==> src/rtl/img_reg_pkg.sv <==
// img_reg_pkg: shared constants, state encoding and counter widths for the
// image-register read sequencer.
package img_reg_pkg;
   localparam logic [7:0]  ADDR_IMG_SIZE = 8'h01;
   localparam logic [7:0]  ADDR_NUM_IMG  = 8'h02;
   localparam logic [7:0]  ADDR_STATUS   = 8'h03;
   localparam logic [31:0] ERR_WORD      = 32'hFFFF_FFFF;
   localparam int          CMD_CNT_W     = 16;
   localparam int          TO_CNT_W      = 8;
   localparam int          ERR_CNT_W     = 8;
   typedef enum logic [1:0] {IDLE, REQ, WAIT, SHIFT} state_t;
endpackage

==> src/rtl/img_reg_read_sequencer_byte_serializer.sv <==
// byte_serializer: loads a 32-bit word and emits it MSB-first as four bytes
// over a ready/valid handshake; o_done marks the fourth accepted byte.
module byte_serializer (
   input  logic        clk,
   input  logic        rst_n,
   input  logic        i_load,
   input  logic [31:0] i_word,
   input  logic        i_ready,
   output logic [7:0]  o_byte,
   output logic        o_valid,
   output logic        o_done
);
   logic [31:0] r_word;
   logic [1:0]  r_cnt;
   logic        r_valid;
   logic        w_hs;

   assign w_hs    = r_valid && i_ready;
   assign o_byte  = r_word[31:24];
   assign o_valid = r_valid;
   assign o_done  = w_hs && (r_cnt == 2'd3);

   // Shifting zeros in leaves the byte output at 0 once the word is drained.
   always_ff @(posedge clk or negedge rst_n) begin
      if (!rst_n) begin
         r_word  <= '0;
         r_cnt   <= '0;
         r_valid <= 1'b0;
      end else if (i_load) begin
         r_word  <= i_word;
         r_cnt   <= '0;
         r_valid <= 1'b1;
      end else if (w_hs) begin
         r_word  <= {r_word[23:0], 8'h00};
         r_cnt   <= r_cnt + 2'd1;
         r_valid <= (r_cnt != 2'd3);
      end
   end
endmodule

==> src/rtl/img_reg_read_sequencer.sv <==
// img_reg_read_sequencer: decodes register-read commands, strobes the selected
// source, and streams the 32-bit result as bytes. Optional wait timeout: REG_TIMEOUT_EN.
module img_reg_read_sequencer
   import img_reg_pkg::*;
#(
   parameter int TIMEOUT_CYCLES = 1024
) (
   input  logic        sysClk,
   input  logic        sysRst_n,
   input  logic [7:0]  cmd_addr,
   input  logic [16:0] cmd_data,
   input  logic        cmd_valid,
   output logic        cmd_ready,
   output logic        read_img_size,
   output logic [15:0] img_index,
   input  logic [31:0] jpg_size,
   input  logic        jpg_size_valid,
   output logic        read_num_img,
   input  logic [31:0] num_both_img,
   input  logic        num_both_img_valid,
   output logic [7:0]  byte_out,
   output logic        byte_out_valid,
   input  logic        byte_out_ready,
   output logic        busy,
   output logic        err_pulse,
   output logic        timeout_pulse
);
   state_t               r_state;
   logic [7:0]           r_addr;
   logic [15:0]          r_img_index;
   logic [CMD_CNT_W-1:0] r_cmd_count;
   logic [TO_CNT_W-1:0]  r_to_count;
   logic [ERR_CNT_W-1:0] r_err_count;
   logic                 r_cmd_ready, r_read_img, r_read_num, r_err_pulse, r_to_pulse;
   logic                 w_accept, w_known, w_sel_img, w_src_valid, w_capture, w_expire;
   logic                 w_load, w_done;
   logic [31:0]          w_src_word, w_word;

   assign w_accept    = (r_state == IDLE) && r_cmd_ready && cmd_valid;
   assign w_known     = (cmd_addr == ADDR_IMG_SIZE) || (cmd_addr == ADDR_NUM_IMG);
   assign w_sel_img   = (r_addr == ADDR_IMG_SIZE);
   assign w_src_valid = w_sel_img ? jpg_size_valid : num_both_img_valid;
   assign w_src_word  = w_sel_img ? jpg_size : num_both_img;
   assign w_capture   = (r_state == WAIT) && w_src_valid;

`ifdef REG_TIMEOUT_EN
   localparam int TW = $clog2(TIMEOUT_CYCLES) + 1;
   logic [TW-1:0] r_wait_cnt;
   // A valid on the expiry cycle takes priority over the timeout.
   assign w_expire = (r_state == WAIT) && !w_src_valid && (r_wait_cnt == TW'(TIMEOUT_CYCLES - 1));
   always_ff @(posedge sysClk or negedge sysRst_n) begin
      if (!sysRst_n) r_wait_cnt <= '0;
      else           r_wait_cnt <= (r_state == WAIT) ? r_wait_cnt + 1'b1 : '0;
   end
`else
   assign w_expire = 1'b0;
`endif

   assign w_load = (w_accept && !w_known) || w_capture || w_expire;
   assign w_word = w_capture ? w_src_word :
                   (w_accept && cmd_addr == ADDR_STATUS) ? {r_cmd_count, r_to_count, r_err_count} :
                   ERR_WORD;

   byte_serializer u_ser (
      .clk     (sysClk),
      .rst_n   (sysRst_n),
      .i_load  (w_load),
      .i_word  (w_word),
      .i_ready (byte_out_ready),
      .o_byte  (byte_out),
      .o_valid (byte_out_valid),
      .o_done  (w_done)
   );

   always_ff @(posedge sysClk or negedge sysRst_n) begin
      if (!sysRst_n) begin
         r_state     <= IDLE;
         r_addr      <= '0;
         r_img_index <= '0;
         r_cmd_count <= '0;
         r_to_count  <= '0;
         r_err_count <= '0;
         r_cmd_ready <= 1'b0;
         r_read_img  <= 1'b0;
         r_read_num  <= 1'b0;
         r_err_pulse <= 1'b0;
         r_to_pulse  <= 1'b0;
      end else begin
         r_read_img  <= 1'b0;
         r_read_num  <= 1'b0;
         r_err_pulse <= 1'b0;
         r_to_pulse  <= w_expire;
         if (w_expire) r_to_count <= r_to_count + TO_CNT_W'(~&r_to_count);
         case (r_state)
            IDLE: begin
               r_cmd_ready <= !w_accept;
               if (w_accept) begin
                  r_addr      <= cmd_addr;
                  r_cmd_count <= r_cmd_count + CMD_CNT_W'(~&r_cmd_count);
                  r_read_img  <= (cmd_addr == ADDR_IMG_SIZE);
                  r_read_num  <= (cmd_addr == ADDR_NUM_IMG);
                  if (cmd_addr == ADDR_IMG_SIZE) r_img_index <= cmd_data[15:0];
                  r_state <= w_known ? REQ : SHIFT;
                  if (!w_known && cmd_addr != ADDR_STATUS) begin
                     r_err_pulse <= 1'b1;
                     r_err_count <= r_err_count + ERR_CNT_W'(~&r_err_count);
                  end
               end
            end
            REQ:   r_state <= WAIT;
            WAIT:  if (w_capture || w_expire) r_state <= SHIFT;
            SHIFT: if (w_done) begin
               r_state     <= IDLE;
               r_cmd_ready <= 1'b1;
            end
         endcase
      end
   end

   assign cmd_ready     = r_cmd_ready;
   assign read_img_size = r_read_img;
   assign read_num_img  = r_read_num;
   assign img_index     = r_img_index;
   assign busy          = (r_state != IDLE);
   assign err_pulse     = r_err_pulse;
   assign timeout_pulse = r_to_pulse;
endmodule

==> config.mk <==
export PLATFORM = sky130hd
export DESIGN_NAME = img_reg_read_sequencer
export DESIGN_NICKNAME = d
export VERILOG_FILES = /design/src/rtl/img_reg_pkg.sv /design/src/rtl/img_reg_read_sequencer_byte_serializer.sv /design/src/rtl/img_reg_read_sequencer.sv
export SDC_FILE = /design/constraint.sdc
export NUM_CORES = 1
export LEC_CHECK = 0
export BUFFER_PORTS_ARGS = -buffer_cell sky130_fd_sc_hd__buf_2
export CELL_PAD_IN_SITES_DETAIL_PLACEMENT = 2
export CELL_PAD_IN_SITES_GLOBAL_PLACEMENT = 2
export CORE_UTILIZATION = 34
export CTS_CLUSTER_SIZE = 30
export DETAILED_ROUTE_END_ITERATION = 12
export HOLD_SLACK_MARGIN = 0.15
export PLACE_DENSITY = 0.79
export REMOVE_ABC_BUFFERS = 1
export SLEW_MARGIN = 0
export SYNTH_ARGS = -nofsm -noshare
export SYNTH_HDL_FRONTEND = slang
export SYNTH_SLANG_ARGS = --single-unit
==> constraint.sdc <==
create_clock -name sysClk -period 2.4 [get_ports sysClk]
set_input_delay 0.6 -clock sysClk [delete_from_list [all_inputs] [get_ports sysClk]]
set_output_delay 0.6 -clock sysClk [all_outputs]
set_load 0.005 [all_outputs]
# [Yosys cells after proc, flatten, opt, wreduce, memory -nomap -nowiden]
# Cells that the tools add are included.
[word_totals] out_inout_bits=31 wordCells=77 inputBits=95 ff_bits=89
[op_classes] muxes=24 reduce_logical=25 addsub=3 eq_ne=13
[op_table] cell="32-bit 2-to-1 mux" count=5
[op_table] cell="16-bit by 1-bit adder with 16-bit output" count=1
[op_table] cell="8-bit by 1-bit == test with 1-bit output (second input constant)" count=2
[op_table] cell="8-bit by 2-bit == test with 1-bit output (second input constant)" count=2
[op_table] cell="16-bit AND reduction" count=1
[op_table] cell="2-bit 2-to-1 mux" count=6
[op_table] cell="1-bit 2-to-1 mux" count=11
[op_table] cell="3-bit AND reduction" count=3
[op_table] cell="8-bit by 1-bit adder with 8-bit output" count=1
[op_table] cell="1-bit logical AND" count=8
[op_table] cell="8-bit by 2-bit inequality test with 1-bit output (second input constant)" count=1
[op_table] cell="2-bit case mux with 4 select lines" count=1
[op_table] cell="8-bit AND reduction" count=1
[op_table] cell="2-bit == test (second input constant)" count=3
[op_table] cell="2-bit inequality test (second input constant)" count=3
[op_table] cell="2-bit nonzero test" count=3
[op_table] cell="1-bit logical NOT" count=4
[op_table] cell="2-bit AND reduction" count=2
[op_table] cell="2-bit by 1-bit adder with 2-bit output (second input constant)" count=1
[op_table] cell="2-bit by 1-bit == test with 1-bit output (second input constant)" count=1
[op_table] cell="2-bit logical NOT" count=1
[op_table] cell="1-bit logical OR" count=2
[op_table] cell="2-bit by 1-bit inequality test with 1-bit output (second input constant)" count=1
[op_table] cell="1-bit case mux with 2 select lines" count=1

# [Logic depth before layout (Yosys ltp)]
# Gate-level depths: netlist (run 1).
[logic_depth] ltp_word=7 ltp_mapped=8 mapped_depth_nobuf=8

# [Modules after synthesis]
# Synthesis (run 1) repeated with hierarchy kept, for this count alone.
[hier_totals] cells_unflattened=506 area_unflattened_um2=5260.0
[by_module_without_submodules] mod="img_reg_read_sequencer" cells_per_inst=313 area_per_inst_um2=3291.9 seq_area_each_um2=1351.3 instances=1
[by_module_without_submodules] mod="byte_serializer" cells_per_inst=193 area_per_inst_um2=1968.1 seq_area_each_um2=875.8 instances=1

# [Worst setup path after synthesis (run 1)]
# No wires, ideal clock.
[synth_path] path_type="register -> register" start="register r_cmd_count[11]" end="register r_cmd_count[8]" arrival_time_ps=2056 period_less_slack_ps=2178 path_stages_with_launch=9 setup_time_ps=122 n_path_buf=0 slack_ps=222 required_time_ps=2278 path_cell_list="dfrtp_1 > nand3_1 > or3_1 > or3_1 > ha_1 > and3_1 > and3_1 > and3_1 > xor2_1"
[synth_via] elab_chain_len=3
[synth_rtl] element="start: declaration" line_no="img_reg_read_sequencer.sv:31" text="logic [CMD_CNT_W-1:0] r_cmd_count;"
[synth_rtl] element="start signal: assignment" line_no="img_reg_read_sequencer.sv:99" text="r_cmd_count <= r_cmd_count + CMD_CNT_W'(~&r_cmd_count);"
[synth_rtl] element="16-bit AND reduction" line_no="img_reg_read_sequencer.sv:99"
[synth_rtl] element="1-bit logical NOT" line_no="img_reg_read_sequencer.sv:99"
[synth_rtl] element="16-bit by 1-bit adder with 16-bit output" line_no="img_reg_read_sequencer.sv:99"
# No other way between the ends.
# A chain may end at the register's enable or synchronous reset.

# [Final worst setup path (run 1)]
[layout_path] start="register r_cmd_count[10]" end="register r_cmd_count[8]"
# Same word-level chain as after synthesis.

==> results of run 1 <==
-- where the power goes --
part	switching, W	internal (W)	leakage (nW)
combinational	0.00156	0.00126	2.11
clock	0.000748	0.000747	0.151
sequential	0.000420	0.00196	1.13
total	0.00273	0.00397	3.38
-- Yosys cell counts (all sizes together), types with 8 or more instances --
cell	number
a21bo	13
a21oi	21
a31oi	11
and3	12
and3b	12
buf	23
clkbuf	28
dfrtp	89
ha	9
inv	8
mux2	18
mux2i	48
nand2	48
nand3	61
nand4	15
nor2b	8
nor3	10
o211ai	8
o221ai	8
o22ai	16
or3	9
xnor2	15
xor2	9
-- final timing paths --
path	from	end	slack [ps]	cells past startpoint
worst max-delay path	r_cmd_count[10]	r_cmd_count[8]	60	8
worst min-delay path	sysRst_n	err_pulse	150	1
worst max register to register	r_cmd_count[10]	r_cmd_count[8]	60	8
worst min register to register	r_cmd_count[12]	r_cmd_count[12]	500	1
max in group asynchronous	sysRst_n	img_index[4]	1580	2
min in group sysClk	cmd_data[3]	img_index[3]	460	2
-- state kept, by name, summed over array words and instances (netlist names) --
signal / count
r_addr: 8
r_state: 2
r_err_count: 8
cmd_ready: 1
read_num_img: 1
u_ser.r_cnt: 2
img_index: 16
read_img_size: 1
err_pulse: 1
r_cmd_count: 16
u_ser.r_word: 32
u_ser.o_valid: 1
-- kinds of logic (layout without fill, tap and decap cells) --
family                     count (synthesis)  in the layout
AOI/OAI and AO/OA                        120            120
DFF                                       89             89
xor gates and xnor gates                  24             24
buffers and inverters                     59            183
adders and majority gates                  9              9
other                                      1              1
muxes                                     66             66
and+or+nand+nor                          197            197
-- per-stage QoR --
step                worst slack [ps]  utilization (%)  power (W)  setup TNS, ps  hold slack [ps]
floorplan                       -308                -    0.00402          -6750              304
global placement                6.45             40.8    0.00491              0              468
detailed placement             -82.2             40.8    0.00517           -446              489
CTS                             30.5             42.8    0.00672              0              158
global route                   -16.6             42.9    0.00708          -16.6              176
finish                          59.5             42.9    0.00669              0              147
-- area by class of cell --
cell class                      count  area, sq um  area share (%)
Tap cell                          216          270            3.96
Clock buffer                        9          225            3.30
Timing Repair Buffer              159          926            13.6
Clock inverter                      7         86.3            1.27
Sequential cell                    89         2230            32.7
Inverter                            8         30.0           0.440
Multi-Input combinational cell    417         3060            44.8
-- per-layer routing --
layer  track usage [%]  vias up  routed length (microns)  share of wire, %
met5                 0        -                        0                 0
met3              2.97       29                      860               4.3
met4              9.10        0                      408               2.0
li1                  -     2322                        -                 -
met2              43.6      123                    10300                52
met1              30.9     2633                     8390                42
-- timing repair --
item                                    CTS  global route
gates resized for setup                   3             4
hold endpoints to repair                  0             0
setup buffers                             0             0
hold buffers                              0             0
endpoints found under the setup margin    8             4
==> results.json, run 1 <==
{
  "antenna_cells": 0,
  "max_freq_mhz": 427,
  "clock_tree.buffer_depth": 2,
  "post-route-period-util_pct": 97.5,
  "cp-start-kind": "flop",
  "grt_max_degree": 56,
  "via_per_inst": 5.64,
  "drive_above_1_share_pct": 32.4,
  "vias": 5107,
  "crit_top_cell": "and3_1",
  "syn_avg_cell_area_sq_um": 9.80,
  "ios": 126,
  "worstMarginPinSlew_ps": 529,
  "dr.pass1.iters": 4,
  "dpl_cell_area_sq_um": 6480,
  "clock-sinks": 89,
  "hp-class": "in2async",
  "cp_data_arrival_time_ps": 2590,
  "rows": 46,
  "crit_required_ps": 2650,
  "nets": 788,
  "clk_latency_ps": 370,
  "synth_top_area_share_pct": 40.2,
  "place_congestion": 0.880,
  "max_stage_delay_ps": 400,
  "path_cells": "nand3_2 > or3_4 > or3_1 > ha_1 > and3_1 > and3_4 > and3_1 > xor2_1",
  "end_kind": "flop",
  "synth_xor_area_share_pct": 3.80,
  "synth_area_leaders": "dfrtp_1 40%, mux2i_1 8.7%, nand3_1 5.4%",
  "syn-cell-area_sq_um": 5540,
  "async_flop_share_pct": 100,
  "yosys.cell_types.count": 61,
  "routedWlPerCell_microns": 22.0,
  "grt_antenna_before_repair": 0,
  "yosysTopAreaCell": "dfrtp_1",
  "ir_drop_mv": 0.429,
  "drt_drc_violations_left": 0,
  "synth.mux.area_fraction_pct": 12.3,
  "start_util_pct": 34.9,
  "yosys.area_share.simple_pct": 20.1,
  "die_h_microns": 130,
  "grt_pass1_vias": 5628,
  "drtIter0Drc": 179,
  "crit_buf_inv": 0,
  "crit_type": "reg2reg",
  "powerDensity_nw_per_um2": 981,
  "synth_fa_ha_area_share_pct": 2.03,
  "synth_top_family_by_area": "simple AND/OR/NAND/NOR gates",
  "grt_pass1_wl_microns": 31300,
  "groute.usage.overall_pct": 24.7,
  "post-dp-hpwl_microns": 14400,
  "setup_viol": 0,
  "critical_path.top_delay_family": "simple AND/OR/NAND/NOR gates",
  "cp_max_fo": 4,
  "cts_buffers": 9,
  "drt_wl_total_microns": 19900,
  "portBuffers": 123,
  "fin_cells": 905,
  "synth_compound_area_share_pct": 16.2,
  "final_area_sq_um": 6820,
  "place_inst": 889,
  "synthToLayoutAreaGrowth_pct": 23.2,
  "yosysWarningCount": 0,
  "cts_root_buffer": "clkbuf_16",
  "drv_cap": 0,
  "synth-edff-count": 0,
  "ys_seq_area_share_pct": 40.2,
  "status": "complete, no violations",
  "clk_pin_slew_ps": 90,
  "p_leak_nw": 3.38,
  "hold_viol_final": 0,
  "ys_seq_elements": 89,
  "period_minus_slack_ps": 2340,
  "slew_headroom_pct": 64.7,
  "layout_commonest_cell": "buf_2",
  "fillers": 1743,
  "syn_inst": 565,
  "overflow": 0,
  "cts_tree": "done",
  "synth_flop_cell": "dfrtp_1",
  "htree_levels": 3,
  "antenna_left": 0,
  "fin_worst_skew_ps": 18.5,
  "final-max-slew-violation-count": 0,
  "core_sq_um": 15900,
  "crit_path_top_delay_cell": "dfrtp_1",
  "design.die.area_sq_um": 16800,
  "die_w_microns": 130,
  "mostFrequentLayoutCells": "122 x buf_2, 88 x dfrtp_1, 59 x nand3_1"
}
No activity file was read; power rests on OpenSTA's default activity.
==> run 2: changes to the inputs <==
--- a/config.mk
+++ b/config.mk
@@ -6,6 +6,7 @@
 export NUM_CORES = 1
 export LEC_CHECK = 0
 export BUFFER_PORTS_ARGS = -buffer_cell sky130_fd_sc_hd__buf_2
+export CAP_MARGIN = 20
 export CELL_PAD_IN_SITES_DETAIL_PLACEMENT = 2
 export CELL_PAD_IN_SITES_GLOBAL_PLACEMENT = 2
 export CORE_UTILIZATION = 34
@@ -17,4 +18,5 @@
 export SLEW_MARGIN = 0
 export SYNTH_ARGS = -nofsm -noshare
 export SYNTH_HDL_FRONTEND = slang
+export SYNTH_HIERARCHICAL = 1
 export SYNTH_SLANG_ARGS = --single-unit
==> run 2 against run 1 <==
  * Combinational power grew 1%
  * Power shrank 0.81%
  * Non-clock buffer count shrank 9
  * Highest routed layer unchanged
  * Worst hold slack gained 61 ps
  * Largest power group unchanged
  * First-iteration DRC count shrank 25%
  * Flip-flop and latch count is the same
==> results.json, run 2 <==
{
  "status": "complete, no violations",
  "pwr-share-clk_pct": 20.9,
  "ir_drop_mv": 0.474,
  "place_congestion": 0.807,
  "syn_avg_cell_area_sq_um": 10.4,
  "p_int_w": 0.00411,
  "cp-start-kind": "flop",
  "drt_drc_violations_left": 0,
  "p_leak_nw": 3.41,
  "synth_area_leaders": "dfrtp_1 42%, mux2i_1 12%, nand2_1 5.1%",
  "synth_common_cells": "89 x dfrtp_1, 72 x nand2_1, 64 x mux2i_1",
  "critical_path.top_delay_family": "simple AND/OR/NAND/NOR gates",
  "synth_top_area_share_pct": 42.3,
  "via_per_inst": 5.30,
  "cts_buffers": 9,
  "netSwitchingFraction_pct": 38.0,
  "synth_flop_cell": "dfrtp_1",
  "die_w_microns": 126,
  "syn-cell-area_sq_um": 5260,
  "ys_seq_elements": 89,
  "max_freq_mhz": 424,
  "crit_top_cell": "nand4_1",
  "layout_commonest_cell": "buf_2",
  "mostFrequentLayoutCells": "122 x buf_2, 89 x dfrtp_1, 71 x nand2_1",
  "yosysTopAreaCell": "dfrtp_1",
  "yosys.cell_count.top_type": "dfrtp_1",
  "crit_type": "reg2reg",
  "drive_above_1_share_pct": 33.2,
  "design.die.area_sq_um": 16000,
  "drtIter0Drc": 134,
  "p_sw_w": 0.00252,
  "powerDensity_nw_per_um2": 1030,
  "fin_worst_skew_ps": 6.56,
  "max_stage_delay_ps": 620,
  "hp-class": "in2async",
  "synthToLayoutAreaGrowth_pct": 22.5,
  "crit_required_ps": 2630,
  "groute.usage.overall_pct": 20.3,
  "overflow": 0,
  "rows": 45,
  "htree_levels": 3,
  "largest_register_ffs": 32,
  "p_comb_share_pct": 43.1,
  "clk_latency_ps": 340,
  "post-dp-hpwl_microns": 10800,
  "core_sq_um": 15100,
  "clk_pin_slew_ps": 60,
  "drt_wl_total_microns": 15800,
  "crit_path_top_delay_cell": "or4b_2",
  "cts_root_buffer": "clkbuf_16",
  "antenna_cells": 0,
  "portBuffers": 123,
  "start_util_pct": 34.7,
  "setup_viol": 0,
  "hold_buffers": 0,
  "async_flop_share_pct": 100,
  "final_area_sq_um": 6450,
  "post-route-period-util_pct": 98.2,
  "end_kind": "flop",
  "final-max-slew-violation-count": 0,
  "hold_viol_final": 0,
  "ys_seq_area_share_pct": 42.3,
  "routedWlPerCell_microns": 19.3,
  "period_minus_slack_ps": 2360,
  "grt_pass1_vias": 4905,
  "clock_tree.buffer_depth": 2,
  "cp_data_arrival_time_ps": 2590,
  "die_h_microns": 126,
  "dpl_cell_area_sq_um": 6100,
  "synth-edff-count": 0,
  "antenna_left": 0,
  "cts_tree": "done",
  "fillers": 1617,
  "crit_buf_inv": 0,
  "grt_antenna_before_repair": 0,
  "clock-sinks": 89,
  "vias": 4330,
  "grt_pass1_wl_microns": 25300,
  "top_register": "u_ser/r_word",
  "cp_max_fo": 4,
  "yosysWarningCount": 6,
  "yosys.cell_types.count": 50,
  "syn_inst": 506,
  "drv_cap": 0,
  "ios": 126,
  "grt_max_degree": 87,
  "seqPwrFrac_pct": 36.0,
  "path_cells": "nand2_1 > nor2_1 > nand4_1 > or4_1 > ha_1 > nand4_1 > nor2_2 > or4b_2 > xnor2_1",
  "dr.pass1.iters": 4,
  "total_power_w": 0.00664,
  "nets": 732
}
[run 2: cell count changes in the layout (fill, tap and decap cells not counted), moves of 9 or more]
cell,before,now
buf_4,34,21
nand2_1,46,71
a21oi_1,21,4
nor2_1,6,32
o22ai_1,16,0
and3b_1,12,1
a21bo_2,13,1
nand3_1,59,11
mux2i_1,48,64
nand2b_1,0,24
nand4b_1,0,26
a31oi_1,9,0
[run 2: power by group through the flow]
stage               Sequential (W)  Clock, W  Combinational, W
floorplan                  0.00233         0           0.00186
global placement           0.00236         0           0.00254
detailed placement         0.00241         0           0.00272
CTS                        0.00239   0.00142           0.00278
global route               0.00244   0.00147           0.00316
finish                     0.00239   0.00139           0.00286
[run 2: cells by family (layout without fill, tap and decap cells)]
| group | count (synthesis) | count (layout) | share of synthesized area, % |
|---|---|---|---|
| AND/OR/NAND/NOR | 202 | 202 | 21.2 |
| flip-flops | 89 | 89 | 42.3 |
| buffers and inverters | 52 | 175 | 6.16 |
| multiplexers | 83 | 83 | 16.2 |
| XOR/XNOR | 22 | 22 | 3.66 |
| AO/OA/AOI/OAI | 48 | 48 | 8.16 |
| adder cells (fa/ha/maj) | 9 | 9 | 2.14 |
| other | 1 | 1 | 0.0713 |
[run 2: per-layer routing]
| metal | vias to the layer above | global-route usage (%) | part of all wire, % |
|---|---|---|---|
| met2 | 98 | 36.6 | 52 |
| met5 | - | 0 | 0 |
| li1 | 2020 | - | - |
| met1 | 2191 | 24.4 | 43 |
| met3 | 21 | 2.53 | 2.9 |
| met4 | 0 | 8.43 | 2.4 |
[run 2: worst reg2reg max path, stage by stage, from the launching register on]
cell and delay [ps]:
dfrtp_1 440, nand2_1 130, nor2_1 70, nand4_1 90, or4_1 150, ha_1 170
nand4_1 230, nor2_2 190, or4b_2 620, xnor2_1 140
[run 2: path summary, 6_finish.rpt]
kind                       cells past startpoint         endpoint           start  slack (ps)
min in group sysClk                            3        r_addr[3]     cmd_addr[3]         470
max in group asynchronous                      2  r_cmd_count[14]        sysRst_n        1520
setup / recovery                               9  r_cmd_count[15]  r_cmd_count[8]          40
setup reg to reg                               9  r_cmd_count[15]  r_cmd_count[8]          40
hold reg to reg                                1     img_index[6]    img_index[6]         500
hold / removal                                 1     img_index[2]        sysRst_n         210
[run 2: what timing repair did]
| action | CTS | global route |
|---|---|---|
| setup buffers | 0 | 4 |
| resized for setup | 0 | 4 |
| endpoints found under the setup margin | 0 | 33 |
[run 2: layout make-up]
| cell class | count | area (sq um) | area share, % |
|---|---|---|---|
| clock buffers | 11 | 243 | 3.77 |
| flip-flops and latches | 89 | 2230 | 34.5 |
| clock inverters | 1 | 30.0 | 0.466 |
| inverters | 13 | 48.8 | 0.757 |
| repair buffers | 150 | 913 | 14.2 |
| well taps | 188 | 235 | 3.65 |
| multi-input cells | 365 | 2750 | 42.6 |
[run 2: metrics by stage]
stage	hold WS (ps)	util, %	setup WS [ps]	instances	setup TNS [ps]
2_1_floorplan	304	-	-2650	467	-90710
3_3_place_gp	463	40.3	162	800	0
3_5_place_dp	484	40.3	104	800	0
4_1_cts	224	42.1	59.0	812	0
5_1_grt	233	42.6	-80.1	817	-160
6_report	208	42.6	43.1	817	0
